### config.mk
export PLATFORM = sky130hd
export DESIGN_NAME = circle_raster
export DESIGN_NICKNAME = d
export VERILOG_FILES = /design/src/rtl/circle_raster_pkg.sv /design/src/rtl/circle_addr_calc.sv /design/src/rtl/circle_raster.sv
export SDC_FILE = /design/constraint.sdc
export NUM_CORES = 1
export LEC_CHECK = 0
export CAP_MARGIN = 20
export CORE_MARGIN = 2
export CORE_UTILIZATION = 37
export DETAILED_ROUTE_END_ITERATION = 10
export DONT_BUFFER_PORTS = 1
export PLACE_DENSITY = 0.62
export SLEW_MARGIN = 20
export SYNTH_ARGS = -nofsm -noshare
export SYNTH_HDL_FRONTEND = slang
export SYNTH_SLANG_ARGS = --single-unit
### constraint.sdc
create_clock -name clk -period 14.2 [get_ports clk]
set_clock_uncertainty 0.15 [all_clocks]
set_input_delay 1.42 -clock clk [delete_from_list [all_inputs] [get_ports clk]]
set_output_delay 1.42 -clock clk [all_outputs]
set_load 0.01 [all_outputs]
### src/rtl/circle_raster_pkg.sv
// Shared types and default geometry for the circle rasteriser.
package circle_raster_pkg;

   localparam int DEF_H_RES = 640;
   localparam int DEF_V_RES = 480;
   localparam int DEF_RW    = 10;

   typedef enum logic [2:0] {
      ST_IDLE = 3'd0,
      ST_INIT = 3'd1,
      ST_EMIT = 3'd2,
      ST_STEP = 3'd3,
      ST_FIN  = 3'd4
   } state_t;

endpackage

### src/rtl/circle_addr_calc.sv
// Clips a signed candidate coordinate to the screen and forms the linear
// frame-buffer address row*H_RES+col.
module circle_addr_calc
   import circle_raster_pkg::*;
#(
   parameter int H_RES = DEF_H_RES,
   parameter int V_RES = DEF_V_RES,
   parameter int XW    = $clog2(H_RES),
   parameter int YW    = $clog2(V_RES),
   parameter int AW    = $clog2(H_RES*V_RES)
)(
   input  logic signed [XW:0]   col,
   input  logic signed [YW:0]   row,
   output logic                 in_range,
   output logic [AW-1:0]        addr
);

   logic col_ok_s;
   logic row_ok_s;

   // The sign bit rejects negatives; the magnitude test rejects the far edges.
   assign col_ok_s = !col[XW] && ($unsigned(col) < (XW+1)'(H_RES));
   assign row_ok_s = !row[YW] && ($unsigned(row) < (YW+1)'(V_RES));
   assign in_range = col_ok_s && row_ok_s;

   assign addr = AW'(row[YW-1:0]) * AW'(H_RES) + AW'(col[XW-1:0]);

endmodule

### src/rtl/circle_raster.sv
// Midpoint circle rasteriser: walks one octant and emits one outline
// candidate or one fill-span pixel per cycle, with downstream back-pressure.
module circle_raster
   import circle_raster_pkg::*;
#(
   parameter int H_RES = DEF_H_RES,
   parameter int V_RES = DEF_V_RES,
   parameter int RW    = DEF_RW,
   localparam int XW   = $clog2(H_RES),
   localparam int YW   = $clog2(V_RES),
   localparam int AW   = $clog2(H_RES*V_RES)
)(
   input  logic           clk,
   input  logic           n_rst,
   input  logic           start,
   input  logic [XW-1:0]  center_x,
   input  logic [YW-1:0]  center_y,
   input  logic [RW-1:0]  radius,
   input  logic           fill,
   input  logic           stall,
   output logic           pix_valid,
   output logic [AW-1:0]  pix_addr,
   output logic           busy,
   output logic           done
);

   localparam int DW  = RW + 3;
   localparam int CXW = XW + 1;
   localparam int CYW = YW + 1;
   localparam int KW  = RW + 1;

   localparam logic signed [DW-1:0] D_THREE = DW'(3);
   localparam logic signed [DW-1:0] D_SIX   = DW'(6);
   localparam logic signed [DW-1:0] D_TEN   = DW'(10);

   state_t                 state_r, state_s;
   logic [XW-1:0]          cx_r;
   logic [YW-1:0]          cy_r;
   logic [RW-1:0]          rad_r;
   logic                   fill_r;
   logic [RW-1:0]          x_r, y_r;
   logic signed [DW-1:0]   d_r;
   logic [2:0]             seg_r;
   logic [KW-1:0]          k_r;
   logic                   pix_valid_r;
   logic [AW-1:0]          pix_addr_r;
   logic                   busy_r;
   logic                   done_r;

   logic signed [CXW-1:0]  cxs_s, xc_s, yc_s, col_s;
   logic signed [CYW-1:0]  cys_s, xr_s, yr_s, row_s;
   logic [RW-1:0]          half_s;
   logic                   span_end_s, last_s, rad_zero_s;
   logic signed [DW-1:0]   xe_s, ye_s, d_next_s;
   logic [RW-1:0]          x_next_s, y_next_s;
   logic                   loop_s;
   logic                   cand_ok_s;
   logic [AW-1:0]          cand_addr_s;

   assign cxs_s = $signed({1'b0, cx_r});
   assign cys_s = $signed({1'b0, cy_r});
   assign xc_s  = $signed(CXW'(x_r));
   assign yc_s  = $signed(CXW'(y_r));
   assign xr_s  = $signed(CYW'(x_r));
   assign yr_s  = $signed(CYW'(y_r));
   assign xe_s  = $signed({3'b000, x_r});
   assign ye_s  = $signed({3'b000, y_r});

   // Fill spans 0/1 are x wide (rows cy+-y), spans 2/3 are y wide (rows cy+-x).
   assign half_s     = seg_r[1] ? y_r : x_r;
   assign span_end_s = (k_r == {half_s, 1'b0});
   assign rad_zero_s = (rad_r == {RW{1'b0}});
   assign last_s     = fill_r ? ((seg_r == 3'd3) && span_end_s) : (seg_r == 3'd7);

   // Candidate coordinate for the current EMIT cycle.
   always_comb begin
      col_s = cxs_s;
      row_s = cys_s;
      if (fill_r) begin
         col_s = cxs_s - $signed(CXW'(half_s)) + $signed(CXW'(k_r));
         case (seg_r)
            3'd0:    row_s = cys_s + yr_s;
            3'd1:    row_s = cys_s - yr_s;
            3'd2:    row_s = cys_s + xr_s;
            3'd3:    row_s = cys_s - xr_s;
            default: row_s = cys_s;
         endcase
      end else begin
         case (seg_r)
            3'd0:    begin col_s = cxs_s + xc_s; row_s = cys_s + yr_s; end
            3'd1:    begin col_s = cxs_s - xc_s; row_s = cys_s + yr_s; end
            3'd2:    begin col_s = cxs_s + xc_s; row_s = cys_s - yr_s; end
            3'd3:    begin col_s = cxs_s - xc_s; row_s = cys_s - yr_s; end
            3'd4:    begin col_s = cxs_s + yc_s; row_s = cys_s + xr_s; end
            3'd5:    begin col_s = cxs_s - yc_s; row_s = cys_s + xr_s; end
            3'd6:    begin col_s = cxs_s + yc_s; row_s = cys_s - xr_s; end
            3'd7:    begin col_s = cxs_s - yc_s; row_s = cys_s - xr_s; end
            default: begin col_s = cxs_s;        row_s = cys_s;        end
         endcase
      end
   end

   // Midpoint decision update for the STEP state.
   assign d_next_s = d_r[DW-1] ? (d_r + (xe_s <<< 2) + D_SIX)
                               : (d_r + ((xe_s - ye_s) <<< 2) + D_TEN);
   assign y_next_s = d_r[DW-1] ? y_r : (y_r - RW'(1));
   assign x_next_s = x_r + RW'(1);
   assign loop_s   = (x_next_s <= y_next_s);

   circle_addr_calc #(
      .H_RES (H_RES),
      .V_RES (V_RES),
      .XW    (XW),
      .YW    (YW),
      .AW    (AW)
   ) u_addr_calc (
      .col      (col_s),
      .row      (row_s),
      .in_range (cand_ok_s),
      .addr     (cand_addr_s)
   );

   // Next-state logic; a stalled cycle holds the current state.
   always_comb begin
      state_s = state_r;
      if (stall) begin
         state_s = state_r;
      end else begin
         case (state_r)
            ST_IDLE: if (start) state_s = ST_INIT; else state_s = ST_IDLE;
            ST_INIT: state_s = ST_EMIT;
            ST_EMIT: begin
               // A zero radius is a single centre pixel; skip the octant walk.
               if (rad_zero_s)  state_s = ST_FIN;
               else if (last_s) state_s = ST_STEP;
               else             state_s = ST_EMIT;
            end
            ST_STEP: if (loop_s) state_s = ST_EMIT; else state_s = ST_FIN;
            ST_FIN:  state_s = ST_IDLE;
            default: state_s = ST_IDLE;
         endcase
      end
   end

   // State register.
   always_ff @(posedge clk or negedge n_rst) begin
      if (!n_rst) state_r <= ST_IDLE;
      else        state_r <= state_s;
   end

   // Datapath, counters and registered outputs; all frozen while stalled.
   always_ff @(posedge clk or negedge n_rst) begin
      if (!n_rst) begin
         cx_r        <= {XW{1'b0}};
         cy_r        <= {YW{1'b0}};
         rad_r       <= {RW{1'b0}};
         fill_r      <= 1'b0;
         x_r         <= {RW{1'b0}};
         y_r         <= {RW{1'b0}};
         d_r         <= {DW{1'b0}};
         seg_r       <= 3'd0;
         k_r         <= {KW{1'b0}};
         pix_valid_r <= 1'b0;
         pix_addr_r  <= {AW{1'b0}};
         busy_r      <= 1'b0;
         done_r      <= 1'b0;
      end else if (!stall) begin
         pix_valid_r <= 1'b0;
         done_r      <= 1'b0;
         case (state_r)
            ST_IDLE: begin
               if (start) begin
                  cx_r   <= center_x;
                  cy_r   <= center_y;
                  rad_r  <= radius;
                  fill_r <= fill;
                  busy_r <= 1'b1;
               end
            end
            ST_INIT: begin
               x_r   <= {RW{1'b0}};
               y_r   <= rad_r;
               d_r   <= D_THREE - $signed({2'b00, rad_r, 1'b0});
               seg_r <= 3'd0;
               k_r   <= {KW{1'b0}};
            end
            ST_EMIT: begin
               pix_valid_r <= cand_ok_s;
               if (cand_ok_s) pix_addr_r <= cand_addr_s;
               if (fill_r && !span_end_s) begin
                  k_r <= k_r + KW'(1);
               end else begin
                  k_r   <= {KW{1'b0}};
                  seg_r <= seg_r + 3'd1;
               end
            end
            ST_STEP: begin
               d_r   <= d_next_s;
               y_r   <= y_next_s;
               x_r   <= x_next_s;
               seg_r <= 3'd0;
               k_r   <= {KW{1'b0}};
            end
            ST_FIN: begin
               done_r <= 1'b1;
               busy_r <= 1'b0;
            end
            default: begin
               busy_r <= 1'b0;
            end
         endcase
      end
   end

   assign pix_valid = pix_valid_r;
   assign pix_addr  = pix_addr_r;
   assign busy      = busy_r;
   assign done      = done_r;

endmodule
==> impl_metrics.csv <==
group,metric,value,unit
timing,finalCritPeriodShare,47.62,%
worst_setup_path,crit_path_max_fanout,21,
timing,finalCriticalPeriod,6762,ps
cts,post_cts_buffers,0,
timing,max_freq,147.9,MHz
worst_setup_path,crit_chain,"inv_1, ha_1, o21ai_1, nand2_1, o21ai_0, ha_1, nor2b_1, o21ai_0, a21oi_1, o41ai_1, o21ai_0, xnor2_1, o21ai_0, ha_1, a21oi_1, nor2b_1, nand3_1, or3_1, o311a_1, o21ai_0, xor2_1, mux2_4",
place,port_buffers,0,
die,dieWidth,182.4,microns
detailed_routing,first_pass_iters,5,
cts,htree_num_levels,3,
logic_synthesis,synth_area,0.01177,sq mm
cts,cts_resized,0,
logic_synthesis,syn_inst,1412,
layout,antenna_cells,0,
global_route,grt_use_total,21.26,%
cts,cts_tree,"yes",
logic_synthesis,ys_seq_elements,101,
timing,slew_viol_final,0,
worst_setup_path,worstPathArrival,6870,ps
detailed_routing,drt-initial-drc-count,903,
detailed_routing,viasPerCell,5.732,
detailed_routing,ant_nets,0,
detailed_routing,drc,0,
timing,tightest_slew,961.6,ps
worst_setup_path,cp_data_required_time,14310,ps
flow_run,drv_cap,0,
worst_setup_path,crit_path_start,"seg_r[1]",
worst_hold_path,hold_class,"flop to flop",
worst_setup_path,cpMaxStageDelayCell,"o21ai_1",
global_route,grt_pass1_vias,9922,
timing,hold_viol,0,
worst_setup_path,path_class,"flop to flop",
global_route,grt_max_degree,102,
cts,cts_sinks,101,
timing,rsz0062_at_grt,"no",
timing,slew_headroom,35.46,%
cts,holdBufCountCts,0,
logic_synthesis,ys_seq_area_share,21.47,%
cts,clk_latency,360,ps
global_route,grt_pass1_wl,55480,microns
die,io_pins,56,
logic_synthesis,synth_top_area_share,21.47,%
logic_synthesis,synth_area_leaders,"dfrtp_1 21%, ha_1 15%, xnor2_1 5.2%",
die,coreArea,0.03147,sq mm
die,dieArea,0.03326,sq mm
logic_synthesis,synthArstFlopShare,100.0,%
global_route,grt_overflow_total,0,
logic_synthesis,avgSynthCellArea,8.337,sq um
cts,cts.clk_slew.worst_paths,80,ps
global_route,antenna_found_initial,0,
logic_synthesis,synth_nets,1611,
outcome,status,"completed",
die,std_cell_rows,65,
logic_synthesis,ys_types,100,
worst_setup_path,crit_family,"compound AO/OA/AOI/OAI gates",
worst_hold_path,hold_start,"k_r[4]",
die,start_util,37.40,%
die,die_h,182.4,microns
logic_synthesis,yosys.area.top_type,"dfrtp_1",
place,dp_cells,1753,
place,gp_congestion,0.9724,
layout,drive_gt1_share,7.760,%
layout,num-nets-final,1561,
worst_setup_path,crit_path_frequent_cell,"o21ai_0",
logic_synthesis,ys_warn_count,0,
timing,fin_tns_setup,0,ps
place,dp_hpwl,27570,microns
worst_setup_path,cp-end-kind,"flop",
detailed_routing,vias,10130,
cts,numCtsBuffers,9,
logic_synthesis,synth_edf_count,0,
layout,final_core_util,38.94,%
layout,area_growth,4.102,%
worst_setup_path,critPathLaunchType,"flop",
worst_setup_path,r2r-start,"seg_r[1]",
layout,fin_cells,1768,
timing,final-setup-viol-count,0,
worst_setup_path,reg2reg_slack,7440,ps
cts,clockBufferDepth,2,
worst_setup_path,critical_path_buf_inv_count,1,
cts,cts_root_buf,"clkbuf_16",
logic_synthesis,synth-main-ff-cell,"dfrtp_1",
detailed_routing,wl_per_cell,19.89,microns
worst_setup_path,critical_path.max_stage_delay,790,ps
detailed_routing,drt_wl_total,35170,microns
## state kept, by name, summed over array words and instances (netlist names)
register and count:
y_r 10, d_r 12, busy 1, done 1, seg_r 3, cy_r 9, x_r 10, pix_addr 19
cx_r 10, pix_valid 1, state_r 3, k_r 11, fill_r 1, rad_r 10
## synth_stat cells (8+ instances only)
cell,number
ha_1,145
nand2_1,116
nor2_1,115
o21ai_0,109
dfrtp_1,101
inv_1,100
a21oi_1,85
xnor2_1,70
nand3_1,37
xor2_1,37
mux2_2,34
nor3_1,34
clkbuf_1,32
nor2b_1,26
nand2b_1,24
fa_1,20
mux2_4,18
or3_1,18
a21o_1,17
buf_2,17
o21a_1,12
a211oi_1,11
o22ai_1,11
a221oi_1,9
a31oi_1,9
and3_1,9
mux2i_1,9
nor4_1,9
o211ai_1,9
o21ai_1,9
o221ai_1,9
nand4_1,8
## cell usage in the layout, fill, tap and decap left out, types with 18 or more instances in the layout
| cell | Yosys | final |
|---|---|---|
| a21oi_1 | 85 | 85 |
| dfrtp_1 | 101 | 101 |
| fa_1 | 20 | 20 |
| ha_1 | 145 | 145 |
| inv_1 | 100 | 100 |
| mux2_2 | 34 | 34 |
| mux2_4 | 18 | 18 |
| nand2_1 | 116 | 115 |
| nand2b_1 | 24 | 24 |
| nand3_1 | 37 | 36 |
| nor2_1 | 115 | 115 |
| nor2b_1 | 26 | 26 |
| nor3_1 | 34 | 34 |
| o21ai_0 | 109 | 109 |
| or3_1 | 18 | 18 |
| xnor2_1 | 70 | 70 |
| xor2_1 | 37 | 37 |
## cells by family after synthesis
| group | count (synthesis) | share of synthesized area (%) |
|---|---|---|
| simple gates | 430 | 17.89 |
| buf+inv | 168 | 6.111 |
| compound gates | 378 | 21.21 |
| xor+xnor | 108 | 8.099 |
| fa+ha+maj | 165 | 18.81 |
| flops | 101 | 21.47 |
| mux | 62 | 6.409 |
## final cells by class
class,count,area (sq um)
Clock buffer,11,242.7
Clock inverter,4,32.53
Fill cell,3182,19220
Inverter,103,386.6
Multi-Input combinational cell,1143,8533
Sequential cell,101,2527
Tap cell,402,503.0
Timing Repair Buffer,4,30.03
## per-layer routing
metal | wire, microns | global-route usage [%]
met1 | 15800 | 28.61
met2 | 16410 | 35.47
met3 | 1870 | 2.355
met4 | 1096 | 7.419
met5 | 0 | 0
## path summary, 6_finish.rpt
check / to / cells after the start
max reg2reg: pix_addr[17] / 22
min reg2reg: k_r[4] / 1
max: pix_addr[17] / 22
max in group asynchronous: seg_r[0] / 0
min: k_r[4] / 1
min in group asynchronous: pix_addr[17] / 0
## through the flow
step                area [sq um]  worst slack, ps  hold WS, ps
floorplan                  11770             8601        302.8
global placement           11980             7650        332.4
detailed placement         11980             7522        332.7
CTS                        12260             7497        344.6
global route               12260             6754        391.2
finish                     12260             7438        348.2
## worst register-to-register path: stages (launching register included)
cell and delay (ps):
dfrtp_1 770, inv_1 150, ha_1 320, o21ai_1 790, nand2_1 290, o21ai_0 410
ha_1 300, nor2b_1 120, o21ai_0 220, a21oi_1 150, o41ai_1 450, o21ai_0 200
xnor2_1 150, o21ai_0 110, ha_1 370, a21oi_1 80, nor2b_1 180, nand3_1 130
or3_1 400, o311a_1 350, o21ai_0 200, xor2_1 90, mux2_4 260
Power is left out: the tool's default activity adds up to more than one toggle a clock period on the data nets, which glitch-free logic cannot reach.
